`config.mk`:
```
export PLATFORM = sky130hd
export DESIGN_NAME = t03_nes_pad_poller
export DESIGN_NICKNAME = d
export VERILOG_FILES = /design/src/rtl/t03_pad_pkg.sv /design/src/rtl/t03_pad_shift_channel.sv /design/src/rtl/t03_nes_pad_poller.sv
export SDC_FILE = /design/constraint.sdc
export NUM_CORES = 1
export LEC_CHECK = 0
export BUFFER_PORTS_ARGS = -buffer_cell sky130_fd_sc_hd__buf_2
export CORE_MARGIN = 3
export CORE_UTILIZATION = 35
export CTS_BUF_LIST = sky130_fd_sc_hd__clkbuf_8
export CTS_CLUSTER_DIAMETER = 40
export DETAILED_ROUTE_END_ITERATION = 6
export SLEW_MARGIN = 20
export SYNTH_ARGS = -nofsm -noshare
export SYNTH_HDL_FRONTEND = slang
export SYNTH_HIERARCHICAL = 1
export SYNTH_SLANG_ARGS = --single-unit
```
`constraint.sdc`:
```
create_clock -name clk -period 4.82 [get_ports clk]
set_input_delay 0.482 -clock clk [delete_from_list [all_inputs] [get_ports clk]]
set_output_delay 0.482 -clock clk [all_outputs]
set_load 0.02 [all_outputs]
```
`src/rtl/t03_pad_pkg.sv`:
```
// t03_pad_pkg: shared FSM states, button bit positions and width helper for the pad poller
package t03_pad_pkg;

    typedef enum logic [2:0] {IDLE, LATCH, CLK_HI, CLK_LO, DONE} state_t;

    localparam int BTN_A      = 0;
    localparam int BTN_B      = 1;
    localparam int BTN_SELECT = 2;
    localparam int BTN_START  = 3;
    localparam int BTN_UP     = 4;
    localparam int BTN_DOWN   = 5;
    localparam int BTN_LEFT   = 6;
    localparam int BTN_RIGHT  = 7;
    localparam int BTN_SNES_A = 8;
    localparam int BTN_SNES_X = 9;
    localparam int BTN_SNES_L = 10;
    localparam int BTN_SNES_R = 11;

    function automatic int idx_w(input int n);
        return n > 1 ? $clog2(n) : 1;
    endfunction

endpackage

```
`src/rtl/t03_pad_shift_channel.sv`:
```
// t03_pad_shift_channel: one pad's synchroniser, bit capture and button/pressed output registers
module t03_pad_shift_channel
    import t03_pad_pkg::*;
#(
    parameter int BITS_PER_PAD = 8,
    parameter int IW = idx_w(BITS_PER_PAD)
) (
    input  logic                    clk,
    input  logic                    rst,
    input  logic                    data,
    input  logic                    sample_en,
    input  logic [IW-1:0]           bit_idx,
    input  logic                    commit,
    output logic [BITS_PER_PAD-1:0] buttons,
    output logic [BITS_PER_PAD-1:0] pressed
);

    logic [1:0]              sync;
    logic [BITS_PER_PAD-1:0] shift;

    // synchronise the line, store inverted samples, publish on commit
    always_ff @(posedge clk) begin
        if (rst) begin
            sync    <= 2'b11;
            shift   <= '0;
            buttons <= '0;
            pressed <= '0;
        end else begin
            sync <= {sync[0], data};
            if (sample_en) shift[bit_idx] <= ~sync[1];
            if (commit) begin
                buttons <= shift;
                pressed <= shift & ~buttons;
            end
        end
    end

endmodule

```
`src/rtl/t03_nes_pad_poller.sv`:
```
// t03_nes_pad_poller: latch/clock sequencer and NUM_PADS deserialisers for NES/SNES pads
module t03_nes_pad_poller
    import t03_pad_pkg::*;
#(
    parameter int NUM_PADS     = 2,
    parameter int BITS_PER_PAD = 8,
    parameter int CLK_DIV      = 60,
    parameter int POLL_PERIOD  = 166667
) (
    input  logic                             clk,
    input  logic                             rst,
    input  logic                             auto_poll,
    input  logic                             poll_req,
    input  logic [NUM_PADS-1:0]              pad_data,
    output logic                             pad_latch,
    output logic                             pad_clk,
    output logic                             busy,
    output logic [NUM_PADS*BITS_PER_PAD-1:0] buttons,
    output logic [NUM_PADS*BITS_PER_PAD-1:0] pressed,
    output logic                             sample_valid
);

    localparam int DW = idx_w(2 * CLK_DIV);
    localparam int IW = idx_w(BITS_PER_PAD);
    localparam int PW = idx_w(POLL_PERIOD);

    state_t        state, next;
    logic [DW-1:0] div;
    logic [IW-1:0] idx;
    logic [PW-1:0] per;
    logic          div_last, sample_en, start, per_sat;

    assign div_last     = div == DW'(state == LATCH ? 2 * CLK_DIV - 1 : CLK_DIV - 1);
    assign sample_en    = div_last && (state == LATCH || state == CLK_LO);
    assign per_sat      = per == PW'(POLL_PERIOD - 1);
    assign start        = state == IDLE && next == LATCH;
    assign pad_latch    = state == LATCH;
    assign pad_clk      = state == CLK_HI;
    assign busy         = state != IDLE;
    assign sample_valid = state == DONE;

    // next-state logic; each timed state leaves on the last cycle of its divider
    always_comb begin
        next = state;
        case (state)
            IDLE:    next = (poll_req || (auto_poll && per_sat)) ? LATCH : IDLE;
            LATCH:   next = div_last ? CLK_HI : LATCH;
            CLK_HI:  next = div_last ? CLK_LO : CLK_HI;
            CLK_LO:  next = !div_last ? CLK_LO : idx == IW'(BITS_PER_PAD - 1) ? DONE : CLK_HI;
            DONE:    next = IDLE;
            default: next = IDLE;
        endcase
    end

    // state, per-state divider, bit index and saturating poll-period counter
    always_ff @(posedge clk) begin
        if (rst) begin
            state <= IDLE;
            div   <= '0;
            idx   <= '0;
            per   <= '0;
        end else begin
            state <= next;
            div   <= next != state ? '0 : div + 1'b1;
            idx   <= state == IDLE ? '0 : sample_en ? idx + 1'b1 : idx;
            per   <= start ? '0 : per_sat ? per : per + 1'b1;
        end
    end

    for (genvar p = 0; p < NUM_PADS; p++) begin : g_pad
        t03_pad_shift_channel #(.BITS_PER_PAD(BITS_PER_PAD)) u_chan (
            .clk      (clk),
            .rst      (rst),
            .data     (pad_data[p]),
            .sample_en(sample_en),
            .bit_idx  (idx),
            .commit   (state == DONE),
            .buttons  (buttons[p*BITS_PER_PAD +: BITS_PER_PAD]),
            .pressed  (pressed[p*BITS_PER_PAD +: BITS_PER_PAD])
        );
    end

endmodule

```
==> results of run 1 <==
[layout by cell type, fill, tap and decap left out, types with 2 or more instances in the layout]
cell | Yosys | final
nand3_1 | 10 | 10
nand2_1 | 13 | 13
ha_1 | 5 | 5
nand4b_1 | 7 | 7
nor3_1 | 5 | 5
nand3b_1 | 17 | 17
xor2_1 | 14 | 14
dfxtp_1 | 83 | 83
nor2b_1 | 3 | 3
clkinvlp_4 | 0 | 3
nor4b_2 | 3 | 3
and4bb_1 | 6 | 6
inv_1 | 3 | 4
and3_1 | 4 | 4
inv_6 | 0 | 2
nand4_1 | 5 | 5
nand2b_1 | 35 | 35
mux2i_1 | 38 | 38
buf_2 | 5 | 41
xnor2_1 | 8 | 8
nor3b_2 | 3 | 3
clkbuf_8 | 0 | 9
a21oi_1 | 17 | 17
nor4_1 | 2 | 2
or2_1 | 6 | 6
nor2_1 | 49 | 49
[registers in the layout, indices dropped and copies added (netlist names)]
signal                count
per                      18
g_pad.u_chan/sync         4
g_pad.u_chan/shift       16
idx                       3
g_pad.u_chan/pressed     16
state                     3
div                       7
g_pad.u_chan/buttons     16
[path summary, 6_finish.rpt]
kind,startpoint,end,slack (ns),cells past startpoint
worst max-delay path,state[0],g_pad[0].u_chan/shift[0],2.24,6
worst min-delay path,pad_data[0],g_pad[0].u_chan/sync[0],0.32,2
worst max register to register,state[0],g_pad[0].u_chan/shift[0],2.24,6
worst min register to register,g_pad[1].u_chan/sync[0],g_pad[1].u_chan/sync[1],0.41,1
[power by group through the flow]
| stage | registers (W) | clock network [W] | logic (W) |
|---|---|---|---|
| after floorplan | 0.000709 | 0 | 0.0000330 |
| after global placement | 0.000711 | 0 | 0.0000411 |
| after detailed placement | 0.000711 | 0 | 0.0000411 |
| after CTS | 0.000695 | 0.000467 | 0.0000413 |
| after global routing | 0.000696 | 0.000493 | 0.0000463 |
| final | 0.000695 | 0.000439 | 0.0000399 |
[per-layer routing]
metal / routed length [µm] / GRT usage
met5: 0 / 0
met4: 41 / 0.03517
met3: 291 / 0.04439
met2: 2924 / 0.1989
met1: 3110 / 0.1487
[worst max-delay path, delay by kind of cell (launching register included)]
| family | cells | cell delay [ns] |
|---|---|---|
| muxes | 2 | 0.56 |
| DFF | 1 | 0.47 |
| and+or+nand+nor | 4 | 1.48 |
[final cells by class]
| cell class | count | area (µm²) | area share |
|---|---|---|---|
| timing repair buffer | 41 | 205.2 | 0.05008 |
| clock buffer | 9 | 123.9 | 0.03023 |
| multi-input combinational | 264 | 1877 | 0.4580 |
| tap | 133 | 166.4 | 0.04061 |
| inverter | 3 | 11.26 | 0.002748 |
| sequential | 83 | 1662 | 0.4055 |
| clock inverter | 7 | 52.55 | 0.01282 |
[per-stage QoR]
stage                     instance area (µm²)  hold slack (ns)    util
after detailed placement                 3921           0.3871  0.3957
after CTS                                4098           0.2925  0.4135
final                                    4098           0.3159  0.4135
after floorplan                          3631           0.3832       -
after global placement                   3921           0.3866  0.3957
after global routing                     4098           0.3078  0.4135
[kinds of logic (layout without fill, tap and decap cells)]
kind of cell,count (synthesis),after routing,synth area share
AO/OA/AOI/OAI,21,21,0.03997
XOR/XNOR,22,22,0.05307
adder cells (fa/ha/maj),5,5,0.01723
buffers and inverters,16,60,0.02584
flip-flops,83,83,0.4576
multiplexers,38,38,0.1048
AND/OR/NAND/NOR,178,178,0.3015
==> flow_metrics.tcl, run 1 <==
set metrics [dict create \
    status "complete, no violations" \
    hold_violations 0 \
    stdcell_count 540 \
    drtPass1Iterations 4 \
    syn_nets 374 \
    drt_iter0_markers 101 \
    dp_cells 524 \
    yosys.area.top_type_share 0.4576 \
    cp_slowest_cell "nor3b_2" \
    async_reset_ff_frac 0 \
    fillCellCount 992 \
    clk_pin_slew_ns 0.08 \
    pre_cts_ws_ns 2.250 \
    ir_drop_mv 0.1622 \
    cts_sinks 83 \
    synth_seq_cells 83 \
    cts_root_buf "clkbuf_8" \
    maxCapViolations 0 \
    max_stage_delay_ns 0.72 \
    setup_ws_ns 2.235 \
    slew_headroom 0.3263 \
    critPathLaunchType "register" \
    p_switching_w 0.0002790 \
    synthFlopType "dfxtp_1" \
    power_w 0.001174 \
    fin_crit_sh 0.5363 \
    final-setup-viol-count 0 \
    drv_slew 0 \
    fin_nets 413 \
    cts_tree "built" \
    postCtsSetupRepairBufs 0 \
    start_util 0.3664 \
    fin_worst_skew_ns 0.01145 \
    period_needed_ns 2.585 \
    p_int_w 0.0008952 \
    cp_data_arrival_time_ns 2.86 \
    synth_top_cells_by_count "83 x dfxtp_1, 49 x nor2_1, 38 x mux2i_1, 35 x nand2b_1" \
    cts_inserted_buffers 9 \
    dp_hpwl_um 4189 \
    p_comb_frac 0.034 \
    cp_max_fo 17 \
    insertion_delay_ns 0.35 \
    power_frac_clock 0.374 \
    grt_pass1_wl_um 11500 \
    wl_per_cell_um 11.79 \
    routed_wl_um 6367 \
    synthDistinctLibCells 38 \
    end_kind "register" \
    crit_required_ns 5.09 \
    die_w_um 107.9 \
    dieArea_um2 11630 \
    yosysSeqAreaShare 0.4576 \
    seq_power_share 0.592 \
    yosysMostFrequentCell "dfxtp_1" \
    io_pins 42 \
    tightest_slew_ns 1.011 \
    synth_edf_count 0 \
    netlist_area_um2 3631 \
    row_count 36 \
    syn_avg_cell_area_um2 10.00 \
    antenna_found_initial 0 \
    synth_area_leaders "dfxtp_1 46%, mux2i_1 10%, nand2b_1 6.0%" \
    hold_path_class "primary input to register" \
    setup_tns_ns 0 \
    leakage_nw 1.547 \
    track_usage 0.1212 \
    crit_chain "nor3b_2 -> mux2i_1 -> nand2_2 -> nor3b_2 -> nor4b_2 -> mux2i_1" \
    routabilityCongestion 0.7748 \
    vias 2557 \
    synth_warnings 6 \
    clockBufferDepth 2 \
    power_switching_share 0.2376 \
    vias_per_cell 4.735 \
    die_y_um 107.9 \
    grt_start_max_net_pins 62 \
    diodes 0 \
    synth_top_cell_by_area "dfxtp_1" \
    htree_num_levels 3 \
    postCtsHoldBufs 0 \
    clock.fmax_mhz 386.9 \
    io_buffers 41 \
    route.detailed.drc 0 \
    grt_pass1_vias 2488 \
    cellPowerDensity_nw_per_um2 286.5 \
    rsz0062_at_grt "no" \
    syn_inst 363 \
    crit_type "register to register" \
    area_growth_pct 12.85 \
    grt_overflow_total 0 \
    drive_above_1_share 0.1720 \
    core_um2 9910 \
    ctsResizeCount 0 \
    ant_nets 0 \
]
No activity file was read; power rests on OpenSTA's default activity.
==> run 2: changes to the inputs <==
Clock period 4.82 ns to 2.2 ns, I/O delays scaled along.
==> run 2 against run 1 <==
Against the previous run: clock power is 120% higher; via count is 0.98% higher; critical path type is now register to output port; die area stayed put; register-to-register slack worse by 2.1 ns.
==> flow_metrics.tcl, run 2 (synthesis results as in run 1) <==
set metrics [dict create \
    dp_hpwl_um 4462 \
    dieArea_um2 11630 \
    cellPowerDensity_nw_per_um2 618.9 \
    cts_root_buf "clkbuf_8" \
    pre_cts_ws_ns 0.09748 \
    track_usage 0.1219 \
    drv_slew 0 \
    drt_iter0_markers 123 \
    p_comb_frac 0.038 \
    crit_required_ns 1.98 \
    die_y_um 107.9 \
    clockBufferDepth 2 \
    clk_pin_slew_ns 0.08 \
    setup_tns_ns 0 \
    grt_overflow_total 0 \
    critPathLaunchType "register" \
    maxCapViolations 0 \
    whs_ns 0.04425 \
    reg2reg_depth 7 \
    wl_per_cell_um 12.05 \
    cts_tree "built" \
    row_count 36 \
    die_w_um 107.9 \
    slew_headroom 0.5843 \
    worstHoldPathCells 2 \
    seq_power_share 0.587 \
    tightest_slew_ns 0.6228 \
    hold_violations 0 \
    insertion_delay_ns 0.35 \
    grt_start_max_net_pins 38 \
    power_w 0.002589 \
    ir_drop_mv 0.3884 \
    end_kind "output port" \
    final-setup-viol-count 0 \
    start_util 0.3664 \
    period_needed_ns 2.048 \
    routabilityCongestion 0.7373 \
    ant_nets 0 \
    fin_nets 420 \
    fin_crit_sh 0.9308 \
    drive_above_1_share 0.1908 \
    final_common_cell "dfxtp_1" \
    p_int_w 0.001968 \
    routed_wl_um 6593 \
    setup_ws_ns 0.1523 \
    core_um2 9910 \
    leakage_nw 1.586 \
    grt_pass1_wl_um 11540 \
    power_frac_clock 0.374 \
    route.detailed.drc 0 \
    diodes 0 \
    fin_worst_skew_ns 0.007627 \
    antenna_found_initial 0 \
    cts_inserted_buffers 9 \
    crit_type "register to output port" \
    top_register "per" \
    rsz0062_at_grt "no" \
    io_buffers 41 \
    power_switching_share 0.2401 \
    vias 2582 \
    p_switching_w 0.0006216 \
    clock.fmax_mhz 488.3 \
    hold_path_class "primary input to register" \
    drtPass1Iterations 4 \
    cts_sinks 83 \
    io_pins 42 \
    layout_common_cells "82 x dfxtp_1, 49 x nor2_1, 41 x buf_2" \
    status "complete, no violations" \
    htree_num_levels 3 \
    cp_data_arrival_time_ns 1.83 \
    cp_max_fo 37 \
    area_growth_pct 15.23 \
    postCtsSetupRepairBufs 0 \
    largest_reg_flops 18 \
    grt_pass1_vias 2519 \
    vias_per_cell 4.720 \
]
## run 2: critical path, cell delays in order, from the launching register on
cell     delay (ns)
dfxtp_1        0.32
buf_4          0.15
nor2_1         0.18
and2_2         0.38
buf_12         0.25
buf_2          0.19
## run 2: metrics by stage
| stage | std cells | util | area (µm²) |
|---|---|---|---|
| after global routing | 547 | 0.4222 | 4184 |
| after detailed placement | 531 | 0.4035 | 3999 |
| after global placement | 531 | 0.4035 | 3999 |
| after floorplan | 363 | - | 3643 |
| after CTS | 547 | 0.4213 | 4175 |
| final | 547 | 0.4222 | 4184 |
## run 2: layer usage
layer	routed length, µm	global-route usage	vias up
met4	61	0.02705	0
li1	-	-	1351
met3	282	0.04619	6
met1	3236	0.1548	1189
met5	0	0	-
met2	3013	0.1967	36
## run 2: worst paths after layout
kind | startpoint | endpoint | slack, ns
setup / recovery | state[0] | sample_valid | 0.15
hold / removal | pad_data[1] | g_pad[1].u_chan/sync[0] | 0.04
hold reg to reg | g_pad[1].u_chan/sync[0] | g_pad[1].u_chan/sync[1] | 0.42
setup reg to reg | div[2] | g_pad[1].u_chan/shift[0] | 0.17
## run 2: timing repair
action,in CTS,in global routing
endpoints found under the setup margin,0,7
resized for setup,0,3
hold buffers,0,0
## run 2: power groups by stage
stage / sequential, W / combinational (W) / clock, W
2_1_floorplan: 0.00155 / 0.0000745 / 0
3_3_place_gp: 0.00156 / 0.0000988 / 0
3_5_place_dp: 0.00156 / 0.000101 / 0
4_1_cts: 0.00152 / 0.000101 / 0.00102
5_1_grt: 0.00152 / 0.000111 / 0.00107
6_report: 0.00152 / 0.0000994 / 0.000969
## run 2: layout make-up
| class | instances | area (µm²) |
|---|---|---|
| Fill cell | 1015 | 5725 |
| Multi-Input combinational cell | 264 | 1893 |
| Sequential cell | 83 | 1663 |
| Timing Repair Buffer | 48 | 274.0 |
| Tap cell | 133 | 166.4 |
| Clock buffer | 9 | 123.9 |
| Clock inverter | 7 | 52.55 |
| Inverter | 3 | 11.26 |
==> run 3: changes to the inputs <==
Settings changed: CELL_PAD_IN_SITES_DETAIL_PLACEMENT from default to 0, CELL_PAD_IN_SITES_GLOBAL_PLACEMENT from default to 1, GPL_TIMING_DRIVEN from default to 0, HOLD_SLACK_MARGIN from default to 0.03, PLACE_DENSITY_LB_ADDON from default to 0.1.
==> run 3 against run 2 <==
Against the previous run: worst setup slack better by 0.0042 ns; clock skew up 0.0034 ns; cell area up 3.0%; largest power group unchanged; critical path type is now register to register.
==> flow_metrics.tcl, run 3 (synthesis results as in run 1) <==
set metrics [dict create \
    track_usage 0.1353 \
    clock.fmax_mhz 489.3 \
    ant_nets 0 \
    wl_per_cell_um 13.20 \
    hold_violations 0 \
    worstReg2RegStart "state[0]" \
    row_count 36 \
    hold_start "pad_data[0]" \
    cts_sinks 83 \
    status "complete, no violations" \
    tightest_slew_ns 0.7983 \
    leakage_nw 1.652 \
    grt_pass1_vias 2549 \
    cp_slowest_cell "dfxtp_1" \
    grt_start_max_net_pins 26 \
    drtPass1Iterations 4 \
    route.detailed.drc 0 \
    rsz0062_at_grt "no" \
    rrSetupSlack_ns 0.16 \
    maxCapViolations 0 \
    p_int_w 0.002123 \
    cts_tree "built" \
    critPathTopFamily "simple AND/OR/NAND/NOR gates" \
    power_switching_share 0.2334 \
    setup_tns_ns 0 \
    reg2reg_depth 9 \
    layout_common_cells "82 x dfxtp_1, 49 x nor2_1, 46 x buf_2" \
    fin_worst_skew_ns 0.01104 \
    worstHoldPathCells 2 \
    period_needed_ns 2.044 \
    core_um2 9910 \
    hold_path_class "primary input to register" \
    final_common_cell "dfxtp_1" \
    die_w_um 107.9 \
    io_buffers 41 \
    cp_max_fo 13 \
    top_register "per" \
    vias_per_cell 4.722 \
    clk_pin_slew_ns 0.09 \
    crit_required_ns 2.44 \
    drv_slew 0 \
    crit_type "register to register" \
    slew_headroom 0.4637 \
    dp_hpwl_um 4851 \
    max_stage_delay_ns 0.31 \
    seq_power_share 0.549 \
    io_pins 42 \
    routabilityCongestion 0.7637 \
    clockBufferDepth 2 \
    drive_above_1_share 0.2118 \
    p_comb_frac 0.038 \
    p_switching_w 0.0006462 \
    grt_pass1_wl_um 12610 \
    fin_crit_sh 0.9289 \
    largest_reg_flops 18 \
    hold_end "g_pad[0].u_chan/sync[0]" \
    die_y_um 107.9 \
    dieArea_um2 11630 \
    cp_data_arrival_time_ns 2.28 \
    postCtsHoldBufs 0 \
    cts_inserted_buffers 9 \
    drt_iter0_markers 44 \
    diodes 0 \
    reg2reg_to "g_pad[0].u_chan/shift[7]" \
    cts_root_buf "clkbuf_8" \
    crit_chain "clkbuf_2 -> nor3b_4 -> mux2i_2 -> nand2_2 -> nor3b_4 -> buf_12 -> buf_12 -> nand4_1 -> mux2i_1" \
    insertion_delay_ns 0.35 \
    vias 2635 \
    antenna_found_initial 0 \
    critPathLaunchType "register" \
    htree_num_levels 3 \
    whs_ns 0.05126 \
    grt_overflow_total 0 \
    crit_cells 9 \
    end_kind "register" \
    crit_buf_inv 3 \
    cellPowerDensity_nw_per_um2 642.6 \
    final-setup-viol-count 0 \
    ir_drop_mv 0.3516 \
    routed_wl_um 7363 \
    area_growth_pct 18.68 \
    power_frac_clock 0.413 \
    fin_nets 431 \
    start_util 0.3664 \
]
-- run 3: cell count changes in the layout (fill, tap and decap cells not counted), moves of 2 or more --
cell	previous run	this run
nor4b_2	3	1
nor4b_4	0	2
buf_2	41	46
buf_4	5	10
-- run 3: routing by layer --
metal | track usage | wire, µm | up-vias
li1 | - | - | 1363
met1 | 0.1758 | 3580 | 1227
met2 | 0.2158 | 3352 | 38
met3 | 0.04439 | 338 | 7
met4 | 0.03607 | 91 | 0
met5 | 0 | 0 | -
-- run 3: power by group through the flow --
stage          logic (W)  registers [W]  clock network (W)
5_1_grt         0.000120        0.00152            0.00125
3_5_place_dp    0.000106        0.00156                  0
6_report        0.000106        0.00152            0.00114
4_1_cts         0.000107        0.00152            0.00119
2_1_floorplan  0.0000745        0.00155                  0
3_3_place_gp    0.000106        0.00156                  0
-- run 3: how the worst max path moves through the flow --
stage,from,endpoint,slack (ns)
global placement,state[0],g_pad[0].u_chan/shift[0],-0.19
CTS,state[0],g_pad[1].u_chan/shift[0],0.02
detailed placement,state[0],g_pad[1].u_chan/shift[0],-0.25
global route,state[0],g_pad[0].u_chan/shift[7],0.01
floorplan,state[0],g_pad[0].u_chan/shift[0],0.02
finish,state[0],g_pad[0].u_chan/shift[7],0.16
-- run 3: what timing repair did --
item / in CTS / in global routing
resized for setup: 0 / 4
pin swaps: 1 / 2
buffers inserted: 2 / 3
setup endpoints to repair: 17 / 16
cloned: 0 / 0
-- run 3: stage by stage --
stage	util	cell area [µm²]	worst slack [ns]	power, W	instances
global route	0.4348	4309	0.009979	0.002890	558
global placement	0.4052	4015	-0.1916	0.001662	537
detailed placement	0.4052	4015	-0.2507	0.001662	537
floorplan	-	3643	0.01653	0.001629	363
finish	0.4348	4309	0.1564	0.002769	558
CTS	0.4303	4264	0.01925	0.002818	555
-- run 3: final cells by class --
class,count,area (µm²)
multi-input combinational,264,1909
clock buffer,10,137.6
inverter,3,11.26
timing repair buffer,46,267.8
tap,133,166.4
sequential,83,1663
buffer,13,82.58
fill,1014,5600
clock inverter,6,71.32
